File: config.mk
export PLATFORM = sky130hd
export DESIGN_NAME = muldiv_station_arbiter
export DESIGN_NICKNAME = d
export VERILOG_FILES = /design/src/rtl/muldiv_station_arbiter.sv
export SDC_FILE = /design/constraint.sdc
export NUM_CORES = 1
export LEC_CHECK = 0
export ABC_AREA = 1
export BUFFER_PORTS_ARGS = -buffer_cell sky130_fd_sc_hd__buf_2
export CORE_MARGIN = 1
export CORE_UTILIZATION = 47
export DETAILED_ROUTE_END_ITERATION = 6
export PLACE_DENSITY = 0.8
export SETUP_SLACK_MARGIN = 0.4
export SLEW_MARGIN = 15
export SYNTH_ARGS = -nofsm -noshare
export SYNTH_HDL_FRONTEND = slang
export SYNTH_SLANG_ARGS = --single-unit
File: constraint.sdc
create_clock -name clock -period 4.3 [get_ports clock]
set_input_delay 0.215 -clock clock [delete_from_list [all_inputs] [get_ports clock]]
set_output_delay 0.215 -clock clock [all_outputs]
set_load 0.1 [all_outputs]
File: src/rtl/muldiv_station_arbiter.sv
// Allocation and writeback controller for a pool of multiply/divide
// reservation stations. It hands the lowest free station to the issue stage
// and round-robin arbitrates finished stations into a one-entry holding
// register that drives the common-data-bus writer port.
//
// Handshakes: a station is allocated in any cycle where issue_valid and
// issue_ready are both high. The held result transfers in any cycle where
// bus_request and bus_grant are both high. bus_grant without bus_request is
// ignored. bus_source and bus_value stay stable while bus_request is high and
// bus_grant is low.
module muldiv_station_arbiter #(
  parameter int STATION_COUNT      = 4,
  parameter int SIZE               = 32,
  parameter int STATION_INDEX_SIZE = 3,
  parameter int TAG_BASE           = 0
) (
  input  logic                                  clock,
  input  logic                                  reset,
  input  logic                                  flush,
  input  logic                                  issue_valid,
  output logic                                  issue_ready,
  output logic [STATION_INDEX_SIZE-1:0]         issue_tag,
  output logic [STATION_COUNT-1:0]              set_occupied,
  output logic [STATION_COUNT-1:0]              reset_occupied,
  input  logic [STATION_COUNT-1:0]              station_result_ready,
  input  logic [STATION_COUNT*SIZE-1:0]         station_result,
  output logic                                  bus_request,
  input  logic                                  bus_grant,
  output logic [STATION_INDEX_SIZE-1:0]         bus_source,
  output logic [SIZE-1:0]                       bus_value,
  output logic [$clog2(STATION_COUNT+1)-1:0]    busy_count
);

  localparam int PW = $clog2(STATION_COUNT);
  localparam int CW = $clog2(STATION_COUNT + 1);

  logic [STATION_COUNT-1:0]      busy;
  logic [PW-1:0]                 rr_ptr;
  logic                          hold_valid;
  logic [STATION_INDEX_SIZE-1:0] hold_tag;
  logic [SIZE-1:0]               hold_value;

  logic                          alloc_found;
  logic [PW-1:0]                 alloc_idx;
  logic                          alloc_fire;
  logic [STATION_COUNT-1:0]      elig;
  logic                          load_ok;
  logic                          pick_found;
  logic [PW-1:0]                 pick_idx;
  logic [PW-1:0]                 scan_idx;
  logic                          load_fire;

  // Lowest-index free station, taken from the registered busy mask so a
  // station retired this cycle is only reusable from the next cycle on.
  always_comb begin
    alloc_found = 1'b0;
    alloc_idx   = '0;
    for (int i = STATION_COUNT - 1; i >= 0; i--) begin
      if (!busy[PW'(i)]) begin
        alloc_found = 1'b1;
        alloc_idx   = PW'(i);
      end
    end
  end

  // Issue-side outputs; allocation is blocked during reset and flush.
  always_comb begin
    issue_ready  = alloc_found && !flush && !reset;
    issue_tag    = alloc_found ? STATION_INDEX_SIZE'(TAG_BASE + int'(alloc_idx))
                               : STATION_INDEX_SIZE'(TAG_BASE);
    alloc_fire   = issue_valid && issue_ready;
    set_occupied = '0;
    if (alloc_fire) set_occupied[alloc_idx] = 1'b1;
  end

  // Round-robin pick of the first eligible station at or after rr_ptr.
  always_comb begin
    elig       = busy & station_result_ready & ~set_occupied;
    load_ok    = (!hold_valid || bus_grant) && !flush && !reset;
    pick_found = 1'b0;
    pick_idx   = '0;
    scan_idx   = '0;
    for (int i = 0; i < STATION_COUNT; i++) begin
      scan_idx = PW'((int'(rr_ptr) + i) % STATION_COUNT);
      if (!pick_found && elig[scan_idx]) begin
        pick_found = 1'b1;
        pick_idx   = scan_idx;
      end
    end
    load_fire = load_ok && pick_found;
  end

  // Retire pulse: the winner on a load, every busy station on a flush.
  always_comb begin
    reset_occupied = '0;
    if (reset) begin
      reset_occupied = '0;
    end else if (flush) begin
      reset_occupied = busy;
    end else if (load_fire) begin
      reset_occupied[pick_idx] = 1'b1;
    end
  end

  // Bus outputs come straight from the holding register.
  always_comb begin
    bus_request = hold_valid;
    bus_source  = hold_tag;
    bus_value   = hold_value;
  end

  // Busy mask, round-robin pointer, holding register and occupancy count.
  always_ff @(posedge clock) begin
    if (reset) begin
      busy       <= '0;
      rr_ptr     <= '0;
      hold_valid <= 1'b0;
      hold_tag   <= '0;
      hold_value <= '0;
      busy_count <= '0;
    end else if (flush) begin
      // A held result is dropped even if the bus grants it this cycle.
      busy       <= '0;
      hold_valid <= 1'b0;
      busy_count <= '0;
    end else begin
      busy <= (busy | set_occupied) & ~reset_occupied;
      if (load_fire) begin
        hold_valid <= 1'b1;
        hold_tag   <= STATION_INDEX_SIZE'(TAG_BASE + int'(pick_idx));
        hold_value <= station_result[int'(pick_idx)*SIZE +: SIZE];
        rr_ptr     <= (pick_idx == PW'(STATION_COUNT - 1)) ? '0 : pick_idx + PW'(1);
      end else if (bus_grant) begin
        hold_valid <= 1'b0;
      end
      unique case ({alloc_fire, load_fire})
        2'b10:   busy_count <= busy_count + CW'(1);
        2'b01:   busy_count <= busy_count - CW'(1);
        default: busy_count <= busy_count;
      endcase
    end
  end

endmodule

==> out/qor.yml <==
run_status:
  outcome: "complete, no violations"
floorplanning:
  core-area_mm2: 0.00777
  rows: 32
  die_width_um: 91.9
  io-pin-count: 188
  start_util_pct: 48.9
  die_h_um: 91.9
  dieArea_mm2: 0.00844
global_route:
  grt_pass1_vias: 3962
  antenna_found_initial: 0
  grt_max_degree: 69
  overflow: 0
  grt_usage_pct: 24.5
  grt_first_pass_wirelength_um: 17000
finish:
  final_nets: 983
  syn_to_final_growth_pct: 24.1
  final_area_mm2: 0.00471
  diodes: 0
  drive_above_1_share_pct: 25.0
  fillers: 801
  fin_util_pct: 60.6
cts:
  ctsResizeCount: 0
  cts_setup_buffers: 0
  ctsHoldBuffers: 0
  ctsRootBufferMaster: "clkbuf_8"
  clock-sinks: 44
  cts_made_buffers: 5
  clockBufferDepth: 2
  ctsHtreeMaxLevel: 2
  clk-insertion-delay-late_ps: 300
  path_clk_slew_ps: 90
  cts_tree: "done"
synthesis:
  avgSynthCellArea_um2: 5.50
  yosysUniqueCellTypes: 27
  ys_seq_elements: 44
  syn_area_mm2: 0.00379
  yosysWarnings: 0
  synth_cells: 690
  ys_seq_area_share_pct: 23.2
worst_hold_path:
  hold_class: "primary input to flip-flop"
power:
  p_comb_share_pct: 56.9
  leakagePower_nw: 3.06
  power_density_mw_per_mm2: 377
  power_frac_clock_pct: 15.7
  swShare_pct: 53.1
  power.internal_mw: 0.832
  peakVddDrop_v: 0.000208
  p_switching_mw: 0.943
  seq_power_share_pct: 27.4
worst_setup_path:
  startpoint_type: "flip-flop"
  crit_path_end_kind: "output port"
  critPathArrivalTime_ps: 3280
  cp_max_fo: 36
  r2r_setup_slack_ps: 1360
  critPathRequiredTime_ps: 4090
  path_class: "flip-flop to output port"
timing:
  clock.fmax_mhz: 286
  slew_viol_final: 0
  final-hold-violation-count: 0
  tightest_slew_ps: 787
  fin_crit_ps: 3490
  period_share_pct: 81.3
  rsz0062_at_grt: "false"
  setup_viol: 0
  tns_ps: 0
  worst_hold_slack_ps: 207
  fin_worst_skew_ps: 4.65
  slew-limit-headroom_pct: 47.5
detailed_routing:
  drc: 0
  vias: 4567
  drt-total-wl_um: 10600
  drt_iter0_markers: 235
  ant_nets: 0
  dr.pass1.iters: 5
  post_drt_wl_per_cell_um: 11.2
  via_per_inst: 4.83
placement:
  placed_area_mm2: 0.00462
  place_congestion: 0.989
  portBuffers: 182
  place_hpwl_um: 7680
job:
  cap_violations: 0
metal layers:
layer | GRT usage [%] | vias up | part of all wire [%]
met5 | 0 | - | 0
met4 | 9.38 | 0 | 2.3
met3 | 3.40 | 25 | 8.0
met2 | 42.8 | 222 | 47
met1 | 30.3 | 1971 | 43
li1 | - | 2349 | -
flip-flops by register name, indices dropped and copies added (netlist names):
register	count
rr_ptr	2
busy_count	3
bus_value	32
bus_request	1
busy	4
bus_source	2
worst paths after layout:
| path | startpoint | endpoint | cells after the start |
|---|---|---|---|
| worst max-delay path | rr_ptr[0] | reset_occupied[1] | 11 |
| worst min-delay path | bus_grant | bus_request | 4 |
| worst max register to register | rr_ptr[0] | bus_value[30] | 13 |
| worst min register to register | busy_count[2] | busy_count[2] | 2 |
through the flow:
step | setup WS [ps] | cells | total power, mW
floorplan | 560 | 694 | 1.36
global placement | 1270 | 938 | 1.49
detailed placement | 1170 | 938 | 1.50
CTS | 830 | 946 | 1.79
global route | 503 | 946 | 1.90
finish | 805 | 946 | 1.78
cell usage after synthesis (all sizes together):
cell,count,area [µm²]
nand4,3,18.8
a211oi,2,15.0
nand3,171,888
dfxtp,44,881
fa,1,20.0
ha,2,25.0
nor3,2,10.0
clkbuf,6,22.5
a21oi,9,45.0
o21ai,8,51.3
and3,1,6.26
nor2,81,319
xnor2,1,16.3
conb,1,3.75
nand2,136,513
inv,182,683
buf,40,277
power by group through the flow:
stage,clock network [mW],logic [mW],registers [mW]
floorplan,0,0.565,0.792
global placement,0,0.997,0.493
detailed placement,0,1.01,0.496
CTS,0.289,1.01,0.487
global route,0.301,1.10,0.491
finish,0.279,1.01,0.487
cells in the final DEF, fill, tap and decap left out:
cell	count
a211oi_1	2
nand2_1	132
dfxtp_1	44
conb_1	5
xnor2_2	1
nand3_4	1
clkinvlp_4	1
buf_12	1
nand2_2	4
nor2_4	2
buf_2	181
nor2_1	79
a21oi_1	9
o21ai_4	1
fa_1	1
nor3_1	2
inv_1	179
and3_1	1
buf_4	6
ha_1	2
nand4_1	3
o21ai_1	1
inv_2	3
o21ai_0	6
clkbuf_8	6
nand3_1	166
nand3_2	4
clkbuf_1	1
critical path, cell delays in order (launching register included):
cell and delay, ps:
dfxtp_1 530, inv_2 110, o21ai_1 220, inv_1 100, nand2_1 70, nand2_1 110
nand4_1 120, nand3_2 600, nor2_1 370, nand2_1 100, a21oi_1 180, buf_2 460
area by class of cell:
| cell class | count | area [µm²] | area share [%] |
|---|---|---|---|
| clock buffer | 7 | 86.3 | 1.83 |
| tap | 102 | 128 | 2.71 |
| inverter | 182 | 683 | 14.5 |
| sequential | 44 | 881 | 18.7 |
| clock inverter | 1 | 7.51 | 0.159 |
| timing repair buffer | 188 | 971 | 20.6 |
| multi-input combinational | 422 | 1950 | 41.5 |
kinds of logic after synthesis:
family	after synthesis	synth area share, %
buffers and inverters	228	25.9
flip-flops	44	23.2
XOR/XNOR	1	0.429
other	1	0.0988
AND/OR/NAND/NOR	394	46.3
adder cells (fa/ha/maj)	3	1.19
AO/OA/AOI/OAI	19	2.93
Note: power is estimated with default switching activity, not from simulation.
